==> src/rtl/float_op.sv <==
// float_op: multi-cycle binary32 adder, sum = X + Y.
// Callers subtract by flipping bit 31 of Y before launching.
//
// Ports:
//   clk    in   1   system clock, rising edge
//   rst    in   1   asynchronous, active-high reset
//   start  in   1   launch request (rising edge detected internally)
//   X      in   32  operand A, binary32
//   Y      in   32  operand B, binary32
//   sum    out  32  registered result, held until the next result
//   valid  out  1   one-cycle pulse in the cycle sum is updated
//
// Optional build macro FLOAT_OP_ROUND_NEAREST_EN selects round-to-nearest-even
// in the ROUND state; without it the result is truncated. Latency is the same.
//
// state  | meaning
// IDLE   | waiting for a start rising edge; operands captured at launch
// UNPACK | split fields, flush denormals, detect NaN/Inf/zero specials
// ALIGN  | order operands by magnitude, shift smaller with guard/round/sticky
// ADD    | effective add or subtract of the aligned mantissas
// NORM   | carry-out right shift or leading-zero left shift
// ROUND  | round/truncate, range checks, write sum and pulse valid

module float_op (
    input  logic        clk,
    input  logic        rst,
    input  logic        start,
    input  logic [31:0] X,
    input  logic [31:0] Y,
    output logic [31:0] sum,
    output logic        valid
);

    typedef enum logic [2:0] {
        S_IDLE   = 3'd0,
        S_UNPACK = 3'd1,
        S_ALIGN  = 3'd2,
        S_ADD    = 3'd3,
        S_NORM   = 3'd4,
        S_ROUND  = 3'd5
    } state_t;

    state_t r_state;
    state_t w_next;

    logic        r_start_d;
    logic        w_launch;

    logic [31:0] r_x, r_y;
    logic        r_sx, r_sy;
    logic [7:0]  r_ex, r_ey;
    logic [23:0] r_mx, r_my;
    logic        r_spec;
    logic [31:0] r_spec_val;

    logic        r_sign, r_sub;
    logic [7:0]  r_exp;
    logic [26:0] r_ma, r_mb;
    logic [27:0] r_sumw;
    logic [26:0] r_nm;
    logic signed [9:0] r_nexp;
    logic        r_zero;
    logic [31:0] r_sum;
    logic        r_valid;

    // ---------------- FSM ----------------
    assign w_launch = (r_state == S_IDLE) && start && !r_start_d;

    always_ff @(posedge clk or posedge rst) begin
        if (rst) begin
            r_state   <= S_IDLE;
            r_start_d <= 1'b0;
        end else begin
            r_state   <= w_next;
            r_start_d <= start;
        end
    end

    always_comb begin
        w_next = r_state;
        case (r_state)
            S_IDLE:   if (w_launch) w_next = S_UNPACK;
            S_UNPACK: w_next = S_ALIGN;
            S_ALIGN:  w_next = S_ADD;
            S_ADD:    w_next = S_NORM;
            S_NORM:   w_next = S_ROUND;
            S_ROUND:  w_next = S_IDLE;
            default:  w_next = S_IDLE;
        endcase
    end

    // ---------------- UNPACK ----------------
    logic        w_xz, w_yz, w_xinf, w_yinf, w_xnan, w_ynan;
    logic        w_spec;
    logic [31:0] w_spec_val;

    always_comb begin
        w_xz   = (r_x[30:23] == 8'h00);
        w_yz   = (r_y[30:23] == 8'h00);
        w_xinf = (r_x[30:23] == 8'hFF) && (r_x[22:0] == 23'd0);
        w_yinf = (r_y[30:23] == 8'hFF) && (r_y[22:0] == 23'd0);
        w_xnan = (r_x[30:23] == 8'hFF) && (r_x[22:0] != 23'd0);
        w_ynan = (r_y[30:23] == 8'hFF) && (r_y[22:0] != 23'd0);
        w_spec     = 1'b1;
        w_spec_val = 32'h7FC0_0000;
        if (w_xnan || w_ynan || (w_xinf && w_yinf && (r_x[31] != r_y[31])))
            w_spec_val = 32'h7FC0_0000;
        else if (w_xinf)
            w_spec_val = {r_x[31], 8'hFF, 23'd0};
        else if (w_yinf)
            w_spec_val = {r_y[31], 8'hFF, 23'd0};
        else if (w_xz && w_yz)
            w_spec_val = {r_x[31] & r_y[31], 31'd0};
        else
            w_spec = 1'b0;
    end

    // ---------------- ALIGN ----------------
    logic        w_x_big;
    logic        w_sa, w_sb;
    logic [7:0]  w_ea, w_eb, w_diff;
    logic [23:0] w_ma, w_mb;
    logic [26:0] w_ext_b, w_shift_b, w_mask, w_al_b;

    always_comb begin
        w_x_big = ({r_ex, r_mx} >= {r_ey, r_my});
        w_sa = w_x_big ? r_sx : r_sy;
        w_sb = w_x_big ? r_sy : r_sx;
        w_ea = w_x_big ? r_ex : r_ey;
        w_eb = w_x_big ? r_ey : r_ex;
        w_ma = w_x_big ? r_mx : r_my;
        w_mb = w_x_big ? r_my : r_mx;
        w_diff    = w_ea - w_eb;
        w_ext_b   = {w_mb, 3'b000};
        w_shift_b = w_ext_b >> w_diff;
        w_mask    = (27'd1 << w_diff) - 27'd1;
        if (w_diff >= 8'd26)
            w_al_b = {26'd0, |w_mb};
        else
            w_al_b = {w_shift_b[26:1], w_shift_b[0] | (|(w_ext_b & w_mask))};
    end

    // ---------------- NORM ----------------
    logic [4:0]        w_lz;
    logic [26:0]       w_nm;
    logic signed [9:0] w_nexp;

    always_comb begin
        w_lz = 5'd0;
        // ascending scan: the highest set bit is the last one to win
        for (int i = 0; i < 27; i++) begin
            if (r_sumw[i]) w_lz = 5'(26 - i);
        end
        if (r_sumw[27]) begin
            w_nm   = {r_sumw[27:2], r_sumw[1] | r_sumw[0]};
            w_nexp = $signed({2'b00, r_exp}) + 10'sd1;
        end else begin
            w_nm   = r_sumw[26:0] << w_lz;
            w_nexp = $signed({2'b00, r_exp}) - $signed({5'b00000, w_lz});
        end
    end

    // ---------------- ROUND ----------------
    logic [24:0]       w_m25;
    logic signed [9:0] w_rexp;
    logic [22:0]       w_frac;
    logic [31:0]       w_result;

`ifdef FLOAT_OP_ROUND_NEAREST_EN
    logic w_inc;
    // ties go to even: round up on guard when round/sticky or lsb is set
    assign w_inc = r_nm[2] & (r_nm[1] | r_nm[0] | r_nm[3]);
    assign w_m25 = {1'b0, r_nm[26:3]} + {24'd0, w_inc};
`else
    logic w_unused_grs;
    assign w_unused_grs = ^r_nm[2:0];
    assign w_m25 = {1'b0, r_nm[26:3]};
`endif

    always_comb begin
        w_rexp = r_nexp + $signed({9'd0, w_m25[24]});
        w_frac = w_m25[24] ? w_m25[23:1] : w_m25[22:0];
        if (r_spec)
            w_result = r_spec_val;
        else if (r_zero)
            w_result = 32'h0000_0000;
        else if (w_rexp >= 10'sd255)
            w_result = {r_sign, 8'hFF, 23'd0};
        else if (w_rexp <= 10'sd0)
            w_result = {r_sign, 31'd0};
        else
            w_result = {r_sign, w_rexp[7:0], w_frac};
    end

    // ---------------- datapath ----------------
    always_ff @(posedge clk or posedge rst) begin
        if (rst) begin
            r_x        <= 32'd0;
            r_y        <= 32'd0;
            r_sx       <= 1'b0;
            r_sy       <= 1'b0;
            r_ex       <= 8'd0;
            r_ey       <= 8'd0;
            r_mx       <= 24'd0;
            r_my       <= 24'd0;
            r_spec     <= 1'b0;
            r_spec_val <= 32'd0;
            r_sign     <= 1'b0;
            r_sub      <= 1'b0;
            r_exp      <= 8'd0;
            r_ma       <= 27'd0;
            r_mb       <= 27'd0;
            r_sumw     <= 28'd0;
            r_nm       <= 27'd0;
            r_nexp     <= 10'sd0;
            r_zero     <= 1'b0;
            r_sum      <= 32'd0;
            r_valid    <= 1'b0;
        end else begin
            r_valid <= 1'b0;
            case (r_state)
                S_IDLE: begin
                    if (w_launch) begin
                        r_x <= X;
                        r_y <= Y;
                    end
                end
                S_UNPACK: begin
                    r_sx       <= r_x[31];
                    r_sy       <= r_y[31];
                    r_ex       <= r_x[30:23];
                    r_ey       <= r_y[30:23];
                    r_mx       <= w_xz ? 24'd0 : {1'b1, r_x[22:0]};
                    r_my       <= w_yz ? 24'd0 : {1'b1, r_y[22:0]};
                    r_spec     <= w_spec;
                    r_spec_val <= w_spec_val;
                end
                S_ALIGN: begin
                    r_sign <= w_sa;
                    r_sub  <= w_sa ^ w_sb;
                    r_exp  <= w_ea;
                    r_ma   <= {w_ma, 3'b000};
                    r_mb   <= w_al_b;
                end
                S_ADD: begin
                    r_sumw <= r_sub ? ({1'b0, r_ma} - {1'b0, r_mb})
                                    : ({1'b0, r_ma} + {1'b0, r_mb});
                end
                S_NORM: begin
                    r_nm   <= w_nm;
                    r_nexp <= w_nexp;
                    r_zero <= (r_sumw == 28'd0);
                end
                S_ROUND: begin
                    r_sum   <= w_result;
                    r_valid <= 1'b1;
                end
                default: ;
            endcase
        end
    end

    assign sum   = r_sum;
    assign valid = r_valid;

endmodule

==> config.mk <==
export PLATFORM = sky130hd
export DESIGN_NAME = float_op
export DESIGN_NICKNAME = d
export VERILOG_FILES = /design/src/rtl/float_op.sv
export SDC_FILE = /design/constraint.sdc
export NUM_CORES = 1
export LEC_CHECK = 0
export CORE_ASPECT_RATIO = 0.6
export CORE_MARGIN = 2
export CORE_UTILIZATION = 45
export CTS_BUF_LIST = sky130_fd_sc_hd__clkbuf_16
export CTS_CLUSTER_SIZE = 30
export DETAILED_ROUTE_END_ITERATION = 7
export GPL_TIMING_DRIVEN = 0
export HOLD_SLACK_MARGIN = 0.06
export PLACE_DENSITY = 0.61
export REMOVE_ABC_BUFFERS = 1
export SLEW_MARGIN = 20
export SYNTH_ARGS = -nofsm -noshare
export SYNTH_HDL_FRONTEND = slang
export SYNTH_SLANG_ARGS = --single-unit
==> constraint.sdc <==
create_clock -name clk -period 12.5 [get_ports clk]
set_input_delay 2.5 -clock clk [delete_from_list [all_inputs] [get_ports clk]]
set_output_delay 2.5 -clock clk [all_outputs]
set_load 0.02 [all_outputs]
==> qor.txt, run 1 <==
Status = finished, final reports clean
PortBufs = 99
Cts hold-fix bufs = 0
Mean area per synthesized cell = 8.674 um2
Via count = 16,200
Synth Cell Area = 18,760 um2
Final Cell Area = 21,550 um2
WL final = 53.28 mm
Slew headroom = 30.61%
Antenna fix cells = 0
Clock skew = 0.01899 ns
RD Place Congestion = 0.9721
Post-synthesis adder-cell area fraction = 6.149%
Crit path from = r_ey[0]
CP Class = reg -> reg
R2r startpoint = r_ey[0]
Share of cells above drive strength 1 = 8.944%
Seq/Total Area, Yosys = 39.21%
Post-synth top area share = 39.21%
Fin crit share = 48.85%
DRC violations left = 0
Clk sinks = 294
Total CTS buffers = 31
Die Ht = 162.2 um
Mux share of post-synthesis cell area = 12.43%
Post-Synth XOR/XNOR Area = 1.814%
Mean number of vias per cell = 5.818
Die width = 267.6 um
Post-CTS Setup Bufs = 0
Combinational family with the most area after synthesis = compound AO/OA/AOI/OAI gates
Clock root buffer = clkbuf_16
Worst stage delay on the critical path = 0.87 ns
Core Box Area = 40,790 um2
Synth warn = 0
Avg WL per Cell = 19.13 um
Layout Utilization = 52.83%
Post-synth ARST share = 100.0%
Top cells by area, synth = dfrtp_1 (39%), mux2i_1 (7.6%), nand2_1 (7.2%), ha_1 (5.9%), o21ai_0 (5.5%)
FILL cells = 3,830
DRT antenna net count = 0
CP required = 12.97 ns
Global-route wire length before repair = 86.87 mm
Fin. max-slew vios = 0
Fin Hold WS = 0.4749 ns
Final setup vio count = 0
Yosys top cell by area = dfrtp_1
H-tree depth = 1
Ports = 100
Max FO, Critical Path = 33
Commonest non-fill, non-tap cells in the layout = nand2_1 (358), dfrtp_1 (292), o21ai_0 (204)
GRT Overall Usage = 24.94%
PnR worst setup slack = 6.394 ns
CTS Buffer Depth = 3
Worst path most repeated cell = ha_2
DIE AREA = 43,400 um2
Ys flop type = dfrtp_1
Vias in the first global route = 15,470
Clk_lat worst skew = 0.60 ns
Clk pin slew, worst setup/hold paths = 0.06 ns
Post-Syn Instances = 2,163
Hold path start = sum[20]
Worst setup SP type = register
Max-cap violations = 0
CTS tree = built
Pre-antenna DRT Iters = 6
Number of flops mapped to enable cells by yosys = 0
Hold WC Path Type = reg -> reg
CP cell instances = inv_1, ha_2, nand4_1, or2_4, o21ai_2, a21oi_4, buf_16, o21a_1, ha_2, a221oi_4, nand2b_1, a221oi_1, o31a_1, nor2_2, nor2_1, a21oi_1, a2bb2oi_1, o22ai_1
Placement Setup Slack = 6.524 ns
Peak Freq = 163.8 MHz
Post-DP Area = 20,550 um2
Slowest CP cell = ha_2
Fin crit period = 6.106 ns
Largest net degree at the start of global routing = 91
Hold Vio Cnt, Final = 0
Synth Area in Compound Gates = 18.63%
Tightest Pin Transition = 1.041 ns
Fin nets = 2,359
Initial antenna violation count = 1
Yosys cell types = 85
WP data arrival = 6.57 ns
Setup crit end kind = register
Area Overhead vs Synth = 14.88%
Post_cts resized = 0
Grt total ovfl = 0
Unrepaired setup endpoints after global routing = no
Num rows = 57
Starting Density = 45.99%
Seq cells post-synth = 294
Simple-Gate Fraction of Synth Area = 16.96%
Initial drt markers = 1,339
Post-DP HPWL = 40.77 mm
Leading cell type in the layout, fill and taps excluded = nand2_1
[cell families (layout without fill, tap and decap cells)]
family | count (synthesis) | count (layout)
AO/OA/AOI/OAI | 571 | 571
flip-flops | 294 | 294
AND/OR/NAND/NOR | 714 | 714
XOR/XNOR | 38 | 38
multiplexers | 219 | 219
adder cells (fa/ha/maj) | 91 | 91
buffers and inverters | 236 | 298
[cell usage after synthesis, drive strengths merged, types with 20 or more instances]
| library cell | instances |
|---|---|
| dfrtp | 294 |
| nor4 | 32 |
| nand2 | 362 |
| inv | 106 |
| mux2 | 72 |
| xnor2 | 26 |
| mux2i | 143 |
| o21ai | 218 |
| nand3 | 23 |
| a31oi | 23 |
| a21oi | 126 |
| buf | 23 |
| clkbuf | 107 |
| nor3 | 37 |
| nand4 | 20 |
| nor2 | 156 |
| ha | 89 |
| o22ai | 41 |
| a211oi | 21 |
[layout make-up]
| class | count | area, um2 | share of cell area [%] |
|---|---|---|---|
| Multi-Input combinational cell | 1633 | 10630 | 49.31 |
| Sequential cell | 294 | 7360 | 34.15 |
| Timing Repair Buffer | 135 | 1470 | 6.821 |
| Clock buffer | 31 | 775.7 | 3.599 |
| Tap cell | 560 | 700.7 | 3.251 |
| Inverter | 106 | 405.4 | 1.881 |
| Clock inverter | 26 | 212.7 | 0.9869 |
[metal layers]
layer  vias up  part of all wire (%)  GRT usage (%)
li1       7782                     -              -
met1      7901                    52          40.43
met2       468                    39          33.51
met3        52                   7.4          5.473
met4         0                   1.7          4.368
met5         -                     0              0
[sequential cells by signal, summed over array words and instances, names as in the netlist, 3 cells and up]
| name | count |
|---|---|
| r_x | 32 |
| r_y | 32 |
| sum | 32 |
| r_sumw | 28 |
| r_mb | 27 |
| r_ma | 24 |
| r_mx | 24 |
| r_my | 24 |
| r_nm | 23 |
| r_nexp | 10 |
| r_ex | 8 |
| r_exp | 8 |
| r_ey | 8 |
| r_spec_val | 3 |
| r_state | 3 |
[worst max-delay path: cells and delay by family, from the launching register on]
kind | cells | cell delay (ns)
flip-flops | 1 | 0.36
adder cells (fa/ha/maj) | 2 | 1.05
AO/OA/AOI/OAI | 9 | 2.34
AND/OR/NAND/NOR | 5 | 1.90
buffers and inverters | 2 | 0.28
[stage by stage]
stage                     TNS, ns  cells
after floorplan                 0   2033
after global placement    -534.04   2692
after detailed placement        0   2727
after CTS                       0   2784
after global routing            0   2785
final                           0   2785
[worst paths after layout]
| check | end | slack (ns) | depth (start not counted) |
|---|---|---|---|
| worst max-delay path | r_mb[1] | 6.39 | 18 |
| worst min-delay path | sum[20] | 0.47 | 2 |
| worst max register to register | r_mb[1] | 6.39 | 18 |
| worst min register to register | sum[20] | 0.47 | 2 |
| max in group asynchronous | r_sumw[27] | 8.96 | 4 |
| min in group asynchronous | r_y[7] | 2.31 | 2 |
Power of run 1 is left out: the tool's default activity adds up to more than one toggle a clock period on the data nets, which glitch-free logic cannot reach.
==> run 2: changes to the inputs <==
clock period = 5.7 ns   (was 12.5 ns; I/O delays follow)
==> qor.txt, run 2 (same netlist as run 1, synthesis figures left out) <==
Status = finished, final reports clean
Hold WC Path Type = reg -> reg
Mean number of vias per cell = 5.832
CP required = 6.15 ns
Clk_lat worst skew = 0.60 ns
Largest net degree at the start of global routing = 91
DRT antenna net count = 0
Final setup vio count = 0
Initial drt markers = 1,378
Via count = 16,290
RD Place Congestion = 0.9721
Clock root buffer = clkbuf_16
Peak Freq = 187.0 MHz
WP data arrival = 5.80 ns
DIE AREA = 43,400 um2
Num rows = 57
H-tree depth = 1
Fin. max-slew vios = 0
Leading cell type in the layout, fill and taps excluded = nand2_1
Global-route wire length before repair = 86.80 mm
CTS Buffer Depth = 3
Hold Vio Cnt, Final = 0
Share of cells above drive strength 1 = 9.449%
Avg WL per Cell = 19.28 um
Die width = 267.6 um
Starting Density = 45.99%
Ports = 100
Final Cell Area = 21,670 um2
Setup crit end kind = register
WL final = 53.84 mm
Max FO, Critical Path = 20
Core Box Area = 40,790 um2
Area Overhead vs Synth = 15.51%
Tightest Pin Transition = 1.040 ns
Fin Hold WS = 0.4749 ns
Grt total ovfl = 0
Vias in the first global route = 15,450
Slew headroom = 30.66%
Worst setup SP type = register
Setup TNS = 0 ns
CP Class = reg -> reg
Post-DP Area = 20,550 um2
Clk sinks = 294
DRC violations left = 0
Die Ht = 162.2 um
Fin crit period = 5.347 ns
Pre-antenna DRT Iters = 5
PortBufs = 99
Unrepaired setup endpoints after global routing = no
Clock skew = 0.01615 ns
Commonest non-fill, non-tap cells in the layout = nand2_1 (358), dfrtp_1 (292), o21ai_0 (204)
GRT Overall Usage = 24.95%
Total CTS buffers = 31
Initial antenna violation count = 0
CTS tree = built
Clk pin slew, worst setup/hold paths = 0.06 ns
Fin crit share = 93.81%
Antenna fix cells = 0
Post-DP HPWL = 40.77 mm
Fin nets = 2,367
Max-cap violations = 0
[run 2: worst paths after layout]
kind	startpoint	to	slack (ns)	cells past startpoint
min in group asynchronous	rst	r_y[7]	0.95	2
hold / removal	sum[20]	sum[20]	0.47	2
max in group asynchronous	rst	r_sumw[27]	3.51	4
setup / recovery	r_my[17]	r_mb[0]	0.35	21
hold reg to reg	sum[20]	sum[20]	0.47	2
setup reg to reg	r_my[17]	r_mb[0]	0.35	21
[run 2: through the flow]
step	std cells	util (%)	setup WS [ns]
6_report	2793	53.13	0.3527
3_5_place_dp	2727	50.37	-0.2757
3_3_place_gp	2692	48.91	-7.214
5_1_grt	2793	53.13	0.09419
2_1_floorplan	2033	-	-3.559
4_1_cts	2784	52.87	0.05439
[run 2: metal layers]
layer,vias to the layer above,global-route usage [%],wire length [um]
met4,0,4.292,881
met2,523,33.56,20860
met1,7914,39.76,27590
met5,-,0,0
li1,7799,-,-
met3,52,6.549,4516
[run 2: worst max-delay path, stage by stage (launching register included)]
cell and delay [ns]:
dfrtp_1 0.45, inv_1 0.14, ha_1 0.33, nand4_1 0.23, nor2_2 0.28, a22o_1 0.29
a31o_1 0.28, a21oi_4 0.17, buf_16 0.20, o21a_1 0.19, ha_2 0.18, a221oi_4 0.24
buf_4 0.20, buf_4 0.17, xor2_4 0.48, mux2_2 0.42, nor2_1 0.09, a31oi_1 0.08
a221oi_1 0.34, mux2i_1 0.12, a21oi_1 0.16, a31oi_1 0.14
[run 2: cell type report]
| cell class | instances | area, um2 |
|---|---|---|
| clock buffers | 31 | 775.7 |
| clock inverters | 26 | 212.7 |
| fillers | 3826 | 19120 |
| inverters | 106 | 405.4 |
| multi-input cells | 1635 | 10700 |
| flip-flops and latches | 294 | 7360 |
| well taps | 560 | 700.7 |
| repair buffers | 141 | 1515 |
[run 2: what timing repair did]
item                       4_1_cts  5_1_grt
pin swaps                        0        3
resized for setup                4        4
cloned                           0        2
hold buffers                     0        0
setup buffers                    0        6
setup endpoints to repair       19       26
Power of run 2 is left out for the same reason.
